`src/rtl/ysyx_23060240_bus_pkg.sv`:
```
// Shared definitions for the IFU/LSU memory arbiter.
// Holds the FSM state encoding, the master IDs used by the grant registers,
// the default response timeout and the packed type for a latched request.
package ysyx_23060240_bus_pkg;

  // FSM state encoding
  localparam logic [1:0] ST_IDLE = 2'd0;
  localparam logic [1:0] ST_REQ  = 2'd1;
  localparam logic [1:0] ST_WAIT = 2'd2;
  localparam logic [1:0] ST_RESP = 2'd3;

  // Master IDs
  localparam logic MST_IFU = 1'b0;
  localparam logic MST_LSU = 1'b1;

  // WAIT cycles without a memory response before an error response
  localparam int unsigned TIMEOUT_DEFAULT = 1023;

  // Request fields captured on acceptance and replayed to memory
  typedef struct packed {
    logic [31:0] addr;
    logic [31:0] wdata;
    logic [3:0]  wmask;
    logic        wen;
  } req_t;

endpackage

```
`src/rtl/ysyx_23060240_rr_arb.sv`:
```
// Two-way round-robin choice between the IFU and LSU request valids.
// Ports:
//   ifu_valid_i  - IFU request pending
//   lsu_valid_i  - LSU request pending
//   last_grant_i - master granted most recently (MST_IFU / MST_LSU)
//   winner_o     - selected master; only meaningful when a valid is high
module ysyx_23060240_rr_arb
  import ysyx_23060240_bus_pkg::*;
(
  input  logic ifu_valid_i,
  input  logic lsu_valid_i,
  input  logic last_grant_i,
  output logic winner_o
);

  always_comb begin
    winner_o = MST_IFU;
    if (ifu_valid_i && lsu_valid_i) begin
      // On a tie the master that was not served last wins.
      winner_o = (last_grant_i == MST_IFU) ? MST_LSU : MST_IFU;
    end else if (lsu_valid_i) begin
      winner_o = MST_LSU;
    end
  end

endmodule

```
`src/rtl/ysyx_23060240_mem_arb.sv`:
```
// Memory arbiter: serialises IFU and LSU requests onto one memory port,
// one transaction outstanding at a time, with a response timeout.
// Ports:
//   clk, rst                     - clock, synchronous active-high reset
//   ifu_req_*/ifu_addr           - fetch request handshake and address
//   ifu_resp_*/ifu_rdata         - fetch response handshake, data, timeout flag
//   lsu_req_*/lsu_addr/wdata/wen/wmask - load/store request
//   lsu_resp_*/lsu_rdata         - load/store response
//   mem_req_*/mem_addr/wdata/wen/wmask - downstream request
//   mem_resp_*/mem_rdata         - downstream response
module ysyx_23060240_mem_arb
  import ysyx_23060240_bus_pkg::*;
#(
  parameter int unsigned TIMEOUT = TIMEOUT_DEFAULT
) (
  input  logic        clk,
  input  logic        rst,

  input  logic        ifu_req_valid,
  output logic        ifu_req_ready,
  input  logic [31:0] ifu_addr,
  output logic        ifu_resp_valid,
  input  logic        ifu_resp_ready,
  output logic [31:0] ifu_rdata,
  output logic        ifu_resp_err,

  input  logic        lsu_req_valid,
  output logic        lsu_req_ready,
  input  logic [31:0] lsu_addr,
  input  logic [31:0] lsu_wdata,
  input  logic        lsu_wen,
  input  logic [3:0]  lsu_wmask,
  output logic        lsu_resp_valid,
  input  logic        lsu_resp_ready,
  output logic [31:0] lsu_rdata,
  output logic        lsu_resp_err,

  output logic        mem_req_valid,
  input  logic        mem_req_ready,
  output logic [31:0] mem_addr,
  output logic [31:0] mem_wdata,
  output logic        mem_wen,
  output logic [3:0]  mem_wmask,
  input  logic        mem_resp_valid,
  output logic        mem_resp_ready,
  input  logic [31:0] mem_rdata
);

  localparam logic [15:0] CntLast = 16'(TIMEOUT - 1);

  logic [1:0]  state_q, state_d;
  logic        grant_q, grant_d;
  logic        last_grant_q, last_grant_d;
  req_t        req_q, req_d;
  logic [31:0] rdata_q, rdata_d;
  logic        err_q, err_d;
  logic [15:0] cnt_q, cnt_d;

  logic winner;
  logic accept;
  logic resp_ready_sel;

  ysyx_23060240_rr_arb u_rr_arb (
    .ifu_valid_i  (ifu_req_valid),
    .lsu_valid_i  (lsu_req_valid),
    .last_grant_i (last_grant_q),
    .winner_o     (winner)
  );

  assign accept = (state_q == ST_IDLE) && (ifu_req_valid || lsu_req_valid);

  assign ifu_req_ready = accept && (winner == MST_IFU);
  assign lsu_req_ready = accept && (winner == MST_LSU);

  // Ready in IDLE as well, so a late response after a timeout is drained.
  assign mem_resp_ready = (state_q == ST_IDLE) || (state_q == ST_WAIT);

  assign mem_req_valid = (state_q == ST_REQ);
  assign mem_addr      = req_q.addr;
  assign mem_wdata     = req_q.wdata;
  assign mem_wen       = req_q.wen;
  assign mem_wmask     = req_q.wmask;

  assign ifu_resp_valid = (state_q == ST_RESP) && (grant_q == MST_IFU);
  assign lsu_resp_valid = (state_q == ST_RESP) && (grant_q == MST_LSU);
  assign ifu_rdata      = rdata_q;
  assign lsu_rdata      = rdata_q;
  assign ifu_resp_err   = err_q;
  assign lsu_resp_err   = err_q;

  assign resp_ready_sel = (grant_q == MST_IFU) ? ifu_resp_ready : lsu_resp_ready;

  always_comb begin
    state_d      = state_q;
    grant_d      = grant_q;
    last_grant_d = last_grant_q;
    req_d        = req_q;
    rdata_d      = rdata_q;
    err_d        = err_q;
    cnt_d        = cnt_q;
    case (state_q)
      ST_IDLE: begin
        if (accept) begin
          grant_d      = winner;
          last_grant_d = winner;
          if (winner == MST_IFU) begin
            req_d.addr  = ifu_addr;
            req_d.wdata = '0;
            req_d.wmask = '0;
            req_d.wen   = 1'b0;
          end else begin
            req_d.addr  = lsu_addr;
            req_d.wdata = lsu_wdata;
            req_d.wmask = lsu_wmask;
            req_d.wen   = lsu_wen;
          end
          state_d = ST_REQ;
        end
      end
      ST_REQ: begin
        if (mem_req_ready) begin
          cnt_d   = '0;
          state_d = ST_WAIT;
        end
      end
      ST_WAIT: begin
        // A response in the last counted cycle still wins over the timeout.
        if (mem_resp_valid) begin
          rdata_d = mem_rdata;
          err_d   = 1'b0;
          state_d = ST_RESP;
        end else if (cnt_q == CntLast) begin
          rdata_d = '0;
          err_d   = 1'b1;
          state_d = ST_RESP;
        end else begin
          cnt_d = cnt_q + 16'd1;
        end
      end
      ST_RESP: begin
        if (resp_ready_sel) begin
          state_d = ST_IDLE;
        end
      end
      default: state_d = ST_IDLE;
    endcase
  end

  always_ff @(posedge clk) begin
    if (rst) begin
      state_q      <= ST_IDLE;
      grant_q      <= MST_IFU;
      last_grant_q <= MST_LSU;
      req_q        <= '0;
      rdata_q      <= '0;
      err_q        <= 1'b0;
      cnt_q        <= '0;
    end else begin
      state_q      <= state_d;
      grant_q      <= grant_d;
      last_grant_q <= last_grant_d;
      req_q        <= req_d;
      rdata_q      <= rdata_d;
      err_q        <= err_d;
      cnt_q        <= cnt_d;
    end
  end

endmodule

```
`config.mk`:
```
export PLATFORM = sky130hd
export DESIGN_NAME = ysyx_23060240_mem_arb
export DESIGN_NICKNAME = d
export VERILOG_FILES = /design/src/rtl/ysyx_23060240_bus_pkg.sv /design/src/rtl/ysyx_23060240_rr_arb.sv /design/src/rtl/ysyx_23060240_mem_arb.sv
export SDC_FILE = /design/constraint.sdc
export NUM_CORES = 1
export LEC_CHECK = 0
export BUFFER_PORTS_ARGS = -buffer_cell sky130_fd_sc_hd__buf_4
export CAP_MARGIN = 25
export CORE_ASPECT_RATIO = 1.5
export CORE_MARGIN = 2
export CORE_UTILIZATION = 39
export DETAILED_ROUTE_END_ITERATION = 12
export PLACE_DENSITY = 0.8
export SLEW_MARGIN = 0
export SYNTH_ARGS = -nofsm -noshare
export SYNTH_HDL_FRONTEND = slang
export SYNTH_SLANG_ARGS = --single-unit
```
`constraint.sdc`:
```
create_clock -name clk -period 1.85 [get_ports clk]
set_input_delay 0.555 -clock clk [delete_from_list [all_inputs] [get_ports clk]]
set_output_delay 0.555 -clock clk [all_outputs]
set_load 0.005 [all_outputs]
```
==> flow_metrics.tcl, run 1 <==
set metrics [dict create \
    clkSinkCount 122 \
    layout_common_cells "buf_4 (309), dfxtp_1 (118), nor2_1 (84)" \
    rsz0062_at_grt "true" \
    critPathLaunchType "flop" \
    synth_area_um2 4760 \
    path_clk_slew_ns 0.06 \
    insertion_delay_ns 0.41 \
    worstSetupPathType "reg -> out" \
    async_flop_share_pct 0 \
    clock-skew-final_ns 0.00610 \
    clk_root_buffer_cell "clkbuf_16" \
    numPortBuffers 281 \
    power_density_nw_per_um2 1170 \
    setup_viol 7 \
    core_area_um2 12000 \
    sequentialPowerShare_pct 36.0 \
    leakagePower_nw 3.61 \
    hpwl_um 11800 \
    routabilityCongestion 0.881 \
    drt_iter0_markers 405 \
    crit_fanout 5 \
    p_sw_mw 2.90 \
    syn_to_final_growth_pct 65.7 \
    hold_viol 0 \
    post-route-min-period_ns 1.97 \
    min_path_cells 2 \
    dieArea_um2 13100 \
    crit_path_end_kind "output pin" \
    busiest_layer "met2" \
    grt_max_degree 75 \
    ff2ff_path_depth 7 \
    drive_gt1_share_pct 51.2 \
    grt_usage_pct 24.4 \
    slew_headroom_pct 49.1 \
    combPwrFrac_pct 31.1 \
    power.share.clock_pct 32.9 \
    grtUsageMet2_pct 43.8 \
    cts_buffers 17 \
    layout.nets 911 \
    synth.distinct_cells 42 \
    fin_area_um2 7880 \
    ios 282 \
    firstDrtPassIters 8 \
    dieHeight_um 139 \
    intPower_mw 6.34 \
    antenna_cells 0 \
    overflow 0 \
    synth.ff_latch_count 122 \
    holdWs_ns 0.360 \
    switching_share_pct 31.4 \
    drcViolationCount 0 \
    maxCapViolCount 0 \
    fin_ws_ns -0.117 \
    seq_area_frac_synth_pct 51.3 \
    rows 49 \
    grt_pass1_vias 4993 \
    cts_tree "built" \
    status "finished, violations left" \
    synth_warnings 0 \
    cts_max_level 4 \
    fin_util_pct 65.9 \
    drt-vias-per-instance 5.52 \
    route.vias.total 5137 \
    use_met1_pct 27.0 \
    worst_ep_arrival_time_ns 1.41 \
    synth_edf_count 0 \
    die_w_um 94.2 \
    layout_commonest_cell "buf_4" \
    antenna_found_initial 0 \
    syn_avg_cell_area_um2 9.75 \
    hold_class "in -> reg" \
    ir_worst_vdd_mv 0.771 \
    synth_cells 488 \
    post-route-period-util_pct 106 \
    wl_per_cell_um 18.0 \
    start_util_pct 39.8 \
    dpl-instance-area_um2 6990 \
    ys.flop_type "dfxtp_1" \
    fmax_ghz 0.508 \
    ant_nets 0 \
    grt_util_met3_pct 7.63 \
    wl_um 16800 \
    slew_violations 0 \
    cts_buffer_depth 2 \
    synth_nets 635 \
    required_ns 1.29 \
    grt_pass1_wl_um 25300 \
    violations "setup timing" \
    worstMarginPinSlew_ns 0.763 \
]
## registers in the layout, indices dropped and copies added, names as in the netlist
| register | cells |
|---|---|
| ifu_resp_err | 1 |
| last_grant_q | 1 |
| cnt_q | 16 |
| grant_q | 1 |
| mem_wen | 1 |
| mem_addr | 32 |
| state_q | 2 |
| mem_wmask | 4 |
| mem_wdata | 32 |
| ifu_rdata | 32 |
## cell type report
type	instances	area (µm²)
fillers	932	4070
repair buffers	328	2590
clock inverters	14	114
well taps	153	191
clock buffers	18	439
flip-flops and latches	122	2450
multi-input cells	289	2080
inverters	6	22.5
## cell families (layout without fill, tap and decap cells)
kind of cell | count (synthesis) | after routing | share of synthesized area (%)
XOR/XNOR | 1 | 1 | 0.184
adder cells (fa/ha/maj) | 6 | 6 | 1.58
AO/OA/AOI/OAI | 146 | 146 | 24.4
buffers and inverters | 77 | 366 | 8.97
AND/OR/NAND/NOR | 132 | 132 | 12.6
flip-flops | 122 | 122 | 51.3
multiplexers | 4 | 4 | 0.868
## cells in the mapped netlist (all sizes together), types with 3 or more instances
cell	instances	area share, %
ha	6	1.6
and3	5	0.66
nor2b	3	0.39
a22oi	37	5.8
buf	43	6.3
dfxtp	122	51
nand2	10	0.79
nand2b	3	0.39
a21oi	10	1.1
nand3	7	0.74
nor3	3	0.32
mux2i	3	0.63
o21ai	15	1.6
a222oi	33	6.9
a31oi	7	0.92
nand4	5	0.66
inv	6	0.47
a22o	32	5.9
clkbuf	28	2.2
nor2	87	6.9
## power groups by stage
stage	Clock [mW]	Sequential (mW)	Combinational [mW]
after floorplan	0	3.32	1.23
after global placement	0	3.34	2.48
after detailed placement	0	3.35	2.56
after CTS	3.09	3.32	2.72
after global routing	3.21	3.37	3.10
final	3.04	3.33	2.87
## worst max-delay path: stages (launching register included)
cell	delay (ns)
dfxtp_2	0.32
inv_2	0.06
buf_6	0.09
ha_4	0.19
nand2_4	0.07
a21oi_4	0.16
buf_6	0.12
## per-layer routing
layer	share of wire, %	vias up
li1	-	2348
met1	35	2449
met2	54	312
met3	9.3	28
met4	1.9	0
met5	0	-
## through the flow
stage	total power [mW]	TNS, ns	setup slack [ns]	cells
6_report	9.24	-0.572	-0.117	930
5_1_grt	9.69	-2.90	-0.157	930
4_1_cts	9.13	-0.462	-0.129	925
3_5_place_dp	5.91	-1.94	-0.125	886
3_3_place_gp	5.82	-10.66	-0.334	885
2_1_floorplan	4.55	0	0.00530	488
## worst paths after layout
kind                                         startpoint                    endpoint  slack (ns)
worst max-delay path            state_q[0]$_SDFFE_PP0P_               lsu_req_ready       -0.12
worst min-delay path                      mem_rdata[10]  ifu_rdata[10]$_SDFFE_PP0P_        0.36
worst max register to register  state_q[0]$_SDFFE_PP0P_     state_q[1]$_SDFFE_PP0P_       -0.01
worst min register to register    cnt_q[8]$_SDFFE_PP0P_       cnt_q[8]$_SDFFE_PP0P_        0.50
## timing repair
item	in CTS	in global routing
buffers inserted	6	2
hold buffers	0	0
endpoints found under the setup margin	46	56
pin swaps	4	38
cloned	1	3
gates resized for setup	30	27
(Power assumes the default switching activity.)
==> run 2: changes to the inputs <==
ABC_AREA = 1   (was default)
CORE_UTILIZATION = 41   (was 39)
==> flow_metrics.tcl, run 2 <==
set metrics [dict create \
    status "finished, violations left" \
    violations "setup timing" \
    routabilityCongestion 0.892 \
    synthMuxAreaShare_pct 0 \
    synth_cells 775 \
    drcViolationCount 0 \
    path_delay_family "flip-flops" \
    synth.ff_latch_count 122 \
    synth_area_um2 5470 \
    leakagePower_nw 3.77 \
    worstMarginPinSlew_ns 0.585 \
    crit_fanout 3 \
    synth_compound_area_share_pct 12.1 \
    stdcell_count 1194 \
    maxCapViolCount 0 \
    netlist_top_cells_area "dfxtp_1 (45%), nand2_1 (19%), a21oi_1 (6.8%), buf_4 (5.1%), nand3_1 (3.9%)" \
    setup_viol 2 \
    synth_edf_count 0 \
    ir_worst_vdd_mv 1.16 \
    ys.flop_type "dfxtp_1" \
    cts_tree "built" \
    die_w_um 98.3 \
    antenna_found_initial 0 \
    crit_path_end_kind "output pin" \
    drt_iter0_markers 267 \
    synth_top_family_by_area "simple AND/OR/NAND/NOR gates" \
    fin_util_pct 63.4 \
    grt_usage_pct 24.0 \
    insertion_delay_ns 0.41 \
    wl_per_cell_um 14.7 \
    syn_to_final_growth_pct 50.9 \
    layout_commonest_cell "buf_4" \
    fmax_ghz 0.522 \
    hold_viol 0 \
    synth_warnings 0 \
    clk_root_buffer_cell "clkbuf_16" \
    clock-skew-final_ns 0.00936 \
    yosys-top-cells-count "nand2_1 (278), dfxtp_1 (122), a21oi_1 (74)" \
    async_flop_share_pct 0 \
    start_util_pct 42.0 \
    overflow 0 \
    crit_buf_inv 4 \
    grt_pass1_vias 5619 \
    cp_slowest_cell "dfxtp_4" \
    hold_class "in -> reg" \
    path_clk_slew_ns 0.06 \
    yosysTopAreaCellShare_pct 44.7 \
    numPortBuffers 281 \
    required_ns 1.29 \
    cts_max_level 4 \
    fin_tns_setup_ns -0.0972 \
    post-route-period-util_pct 103 \
    cts_buffer_depth 2 \
    drt-vias-per-instance 5.00 \
    synth_top_cell_by_area "dfxtp_1" \
    synthAdderAreaFrac_pct 1.37 \
    ant_nets 0 \
    clkSinkCount 122 \
    antenna_cells 0 \
    wl_um 17600 \
    rows 51 \
    cts_buffers 17 \
    firstDrtPassIters 5 \
    grt_max_degree 57 \
    core_area_um2 13000 \
    critical_path.max_stage_delay_ns 0.36 \
    synthSimpleGateAreaFrac_pct 30.1 \
    path_common_cell "inv_4" \
    dieHeight_um 145 \
    worstSetupPathType "reg -> out" \
    layout_common_cells "buf_4 (297), nand2_1 (277), dfxtp_1 (120)" \
    place_inst 1154 \
    dieArea_um2 14300 \
    critPathLaunchType "flop" \
    path_cells "inv_4 -> ha_4 -> inv_4 -> nor2_4 -> nand2_1 -> inv_2 -> buf_6" \
    grt_pass1_wl_um 27700 \
    rsz0062_at_grt "true" \
    post-synth-top-count-cell "nand2_1" \
    hpwl_um 12600 \
    seq_area_frac_synth_pct 44.7 \
    route.vias.total 5968 \
    synth_nets 922 \
    pre_cts_slack_ns 0.116 \
    syn_avg_cell_area_um2 7.05 \
    synth-xor-area-share_pct 0 \
    power_density_nw_per_um2 1280 \
    holdWs_ns 0.390 \
    synth.distinct_cells 25 \
    worst_ep_arrival_time_ns 1.36 \
    ctsHoldBuffers 0 \
    slew_headroom_pct 61.0 \
    slew_violations 0 \
    ios 282 \
    post-route-min-period_ns 1.91 \
    layout.nets 1169 \
    drive_gt1_share_pct 35.4 \
    fin_ws_ns -0.0647 \
]
run 2: cell count changes in the layout (fill, tap and decap cells not counted), moves of 33 or more:
| cell | previous run | this run |
|---|---|---|
| a21oi_1 | 6 | 74 |
| nand2_1 | 8 | 277 |
| nand3_1 | 7 | 43 |
| a22oi_1 | 37 | 0 |
| inv_1 | 3 | 37 |
| a222oi_1 | 33 | 0 |
run 2: per-layer routing:
metal | part of all wire (%) | routed length, µm | track usage [%]
met2 | 54 | 9420 | 43.3
met4 | 2.5 | 437 | 9.79
met3 | 7.7 | 1360 | 7.64
met1 | 36 | 6380 | 25.6
met5 | 0 | 0 | 0
run 2: tightest hold or removal path, cell delays in order:
cell and delay, ns:
buf_4 0.11, nand2_1 0.05, a21oi_1 0.05
run 2: stage by stage:
| step | total power, mW | instance area [µm²] |
|---|---|---|
| 3_3_place_gp | 6.90 | 7510 |
| 5_1_grt | 11.2 | 8250 |
| 3_5_place_dp | 6.95 | 7510 |
| 4_1_cts | 10.5 | 8190 |
| 2_1_floorplan | 5.44 | 5470 |
| 6_report | 10.6 | 8250 |
run 2: power by group:
| part | internal [mW] | switching [mW] |
|---|---|---|
| Clock | 2.11 | 1.25 |
| Combinational | 1.72 | 1.98 |
| Sequential | 3.13 | 0.372 |
| Total | 6.95 | 3.60 |
run 2: path summary, 6_finish.rpt:
| check | startpoint | endpoint | slack [ns] | cells after the start |
|---|---|---|---|---|
| worst min-delay path | lsu_wdata[6] | mem_wdata[6]$_SDFFE_PP0P_ | 0.39 | 3 |
| worst min register to register | mem_wmask[1]$_SDFFE_PP0P_ | mem_wmask[1]$_SDFFE_PP0P_ | 0.46 | 2 |
| worst max-delay path | state_q[0]$_SDFFE_PP0P_ | ifu_req_ready | -0.06 | 7 |
| worst max register to register | state_q[1]$_SDFFE_PP0P_ | cnt_q[13]$_SDFFE_PP0P_ | 0.15 | 11 |
run 2: logic make-up (layout without fill, tap and decap cells):
group                    Yosys count  in the layout
flip-flops                       122            122
buffers and inverters            125            385
adder cells (fa/ha/maj)            6              6
AND/OR/NAND/NOR                  402            402
AO/OA/AOI/OAI                    120            120
run 2: layout make-up:
type	count	area (µm²)
inverter	47	186
tap	159	199
fill	1141	4770
timing repair buffer	306	2380
sequential	122	2450
clock inverter	11	134
clock buffer	21	470
multi-input combinational	528	2420
run 2: repair_timing:
action / CTS / global route
pin swaps: 3 / 1
setup buffers: 3 / 5
gates resized for setup: 18 / 6
endpoints found under the setup margin: 3 / 7
==> run 3: changes to the inputs <==
--- a/config.mk
+++ b/config.mk
@@ -7,4 +7,5 @@
 export LEC_CHECK = 0
 export ABC_AREA = 1
+export ABC_CLOCK_PERIOD_IN_PS = 1850
 export BUFFER_PORTS_ARGS = -buffer_cell sky130_fd_sc_hd__buf_4
 export CAP_MARGIN = 25
==> constraint.sdc (replaced) <==
create_clock -name clk -period 1.85 [get_ports clk]
set_input_delay 0.555 -clock clk [delete_from_list [all_inputs] [get_ports clk]]
set_output_delay 0.555 -clock clk [all_outputs]
set_load 0.01 [all_outputs]
==> flow_metrics.tcl, run 3 (same netlist as run 2, synthesis figures left out) <==
set metrics [dict create \
    crit_path_end_kind "output pin" \
    dpl-instance-area_um2 7490 \
    drcViolationCount 0 \
    cts_buffers 17 \
    wl_um 17500 \
    layout_common_cells "buf_4 (293), nand2_1 (276), dfxtp_1 (120)" \
    clk_root_buffer_cell "clkbuf_16" \
    start_util_pct 42.0 \
    antenna_found_initial 0 \
    cts_max_level 4 \
    violations "setup timing" \
    ios 282 \
    die_w_um 98.3 \
    dieHeight_um 145 \
    maxCapViolCount 0 \
    insertion_delay_ns 0.42 \
    power_density_nw_per_um2 1280 \
    pre_cts_slack_ns 0.109 \
    wl_per_cell_um 14.7 \
    fin_util_pct 63.3 \
    grt_pass1_wl_um 27700 \
    required_ns 1.29 \
    fin_area_um2 8230 \
    grt_usage_pct 23.9 \
    leakagePower_nw 3.73 \
    firstDrtPassIters 5 \
    status "finished, violations left" \
    crit_fanout 3 \
    dieArea_um2 14300 \
    clkSinkCount 122 \
    syn_to_final_growth_pct 50.7 \
    drt_iter0_markers 300 \
    grt_pass1_vias 5678 \
    core_area_um2 13000 \
    worstSetupPathType "reg -> out" \
    fin_ws_ns -0.0820 \
    slew_headroom_pct 67.2 \
    hold_viol 0 \
    route.vias.total 5901 \
    overflow 0 \
    worstMarginPinSlew_ns 0.492 \
    antenna_cells 0 \
    worst_ep_arrival_time_ns 1.38 \
    ir_worst_vdd_mv 0.892 \
    hpwl_um 12300 \
    layout_commonest_cell "buf_4" \
    cts_tree "built" \
    cts_buffer_depth 2 \
    layout.nets 1167 \
    drive_gt1_share_pct 35.8 \
    routabilityCongestion 0.879 \
    rows 51 \
    numPortBuffers 281 \
    path_clk_slew_ns 0.06 \
    grt_max_degree 104 \
    post-route-period-util_pct 104 \
    critPathLaunchType "flop" \
    clock-skew-final_ns 0.00902 \
    setup_viol 5 \
    post-route-min-period_ns 1.93 \
    rsz0062_at_grt "true" \
    hold_class "in -> reg" \
    drt-vias-per-instance 4.95 \
    slew_violations 0 \
    fmax_ghz 0.518 \
    ant_nets 0 \
]
[run 3: cell types whose count changed in the layout (fill, tap and decap cells not counted), sizes merged]
cell and delta:
inv +5, clkbuf -3, bufinv -2, clkinv -3
buf -2, clkinvlp +3
[run 3: stage by stage]
step                hold slack, ns  cells  TNS (ns)  total power, mW
floorplan                    0.429    775         0             5.61
global placement             0.451   1151         0             7.01
detailed placement           0.452   1151         0             7.07
CTS                          0.357   1187    -0.329             10.4
global route                 0.370   1192    -0.458             11.2
finish                       0.373   1192    -0.228             10.6
[run 3: power breakdown]
| group | total, mW | leakage, nW | switching, mW | internal, mW |
|---|---|---|---|---|
| logic | 3.87 | 2.47 | 2.15 | 1.72 |
| clock network | 3.17 | 0.268 | 1.37 | 1.80 |
| registers | 3.51 | 0.996 | 0.381 | 3.13 |
| total | 10.6 | 3.73 | 3.90 | 6.65 |
[run 3: path summary, 6_finish.rpt]
path | to | slack, ns | depth (start not counted) | startpoint
max | ifu_req_ready | -0.08 | 7 | state_q[1]$_SDFFE_PP0P_
min | cnt_q[3]$_SDFFE_PP0P_ | 0.37 | 2 | rst
max reg2reg | cnt_q[12]$_SDFFE_PP0P_ | 0.13 | 9 | state_q[1]$_SDFFE_PP0P_
min reg2reg | mem_wdata[19]$_SDFFE_PP0P_ | 0.46 | 2 | mem_wdata[19]$_SDFFE_PP0P_
[run 3: timing repair]
item                                    in CTS  in global routing
endpoints found under the hold margin        0                  0
hold buffers                                 0                  0
buffers inserted                             4                  5
endpoints found under the setup margin       3                 16
gates resized for setup                     18                 16
pin swaps                                    3                  1
[run 3: cell type report]
type                    instances  area [µm²]
repair buffers                304        2380
fillers                      1153        4780
well taps                     159         199
multi-input cells             528        2450
clock buffers                  18         439
inverters                      47         189
flip-flops and latches        122        2450
clock inverters                14         128
[run 3: routing by layer]
metal	track usage [%]	wire, µm	vias to the layer above
met2	42.3	9130	243
met3	7.83	1400	43
met4	11.1	605	0
met5	0	0	-
met1	25.5	6350	2655
li1	-	-	2960
[run 3: worst max-delay path, cell delays in order, from the launching register on]
cell and delay [ns]:
dfxtp_4 0.36, inv_4 0.07, ha_4 0.16, inv_4 0.05, nor2_4 0.08, nand2_1 0.07, inv_2 0.06, buf_6 0.11
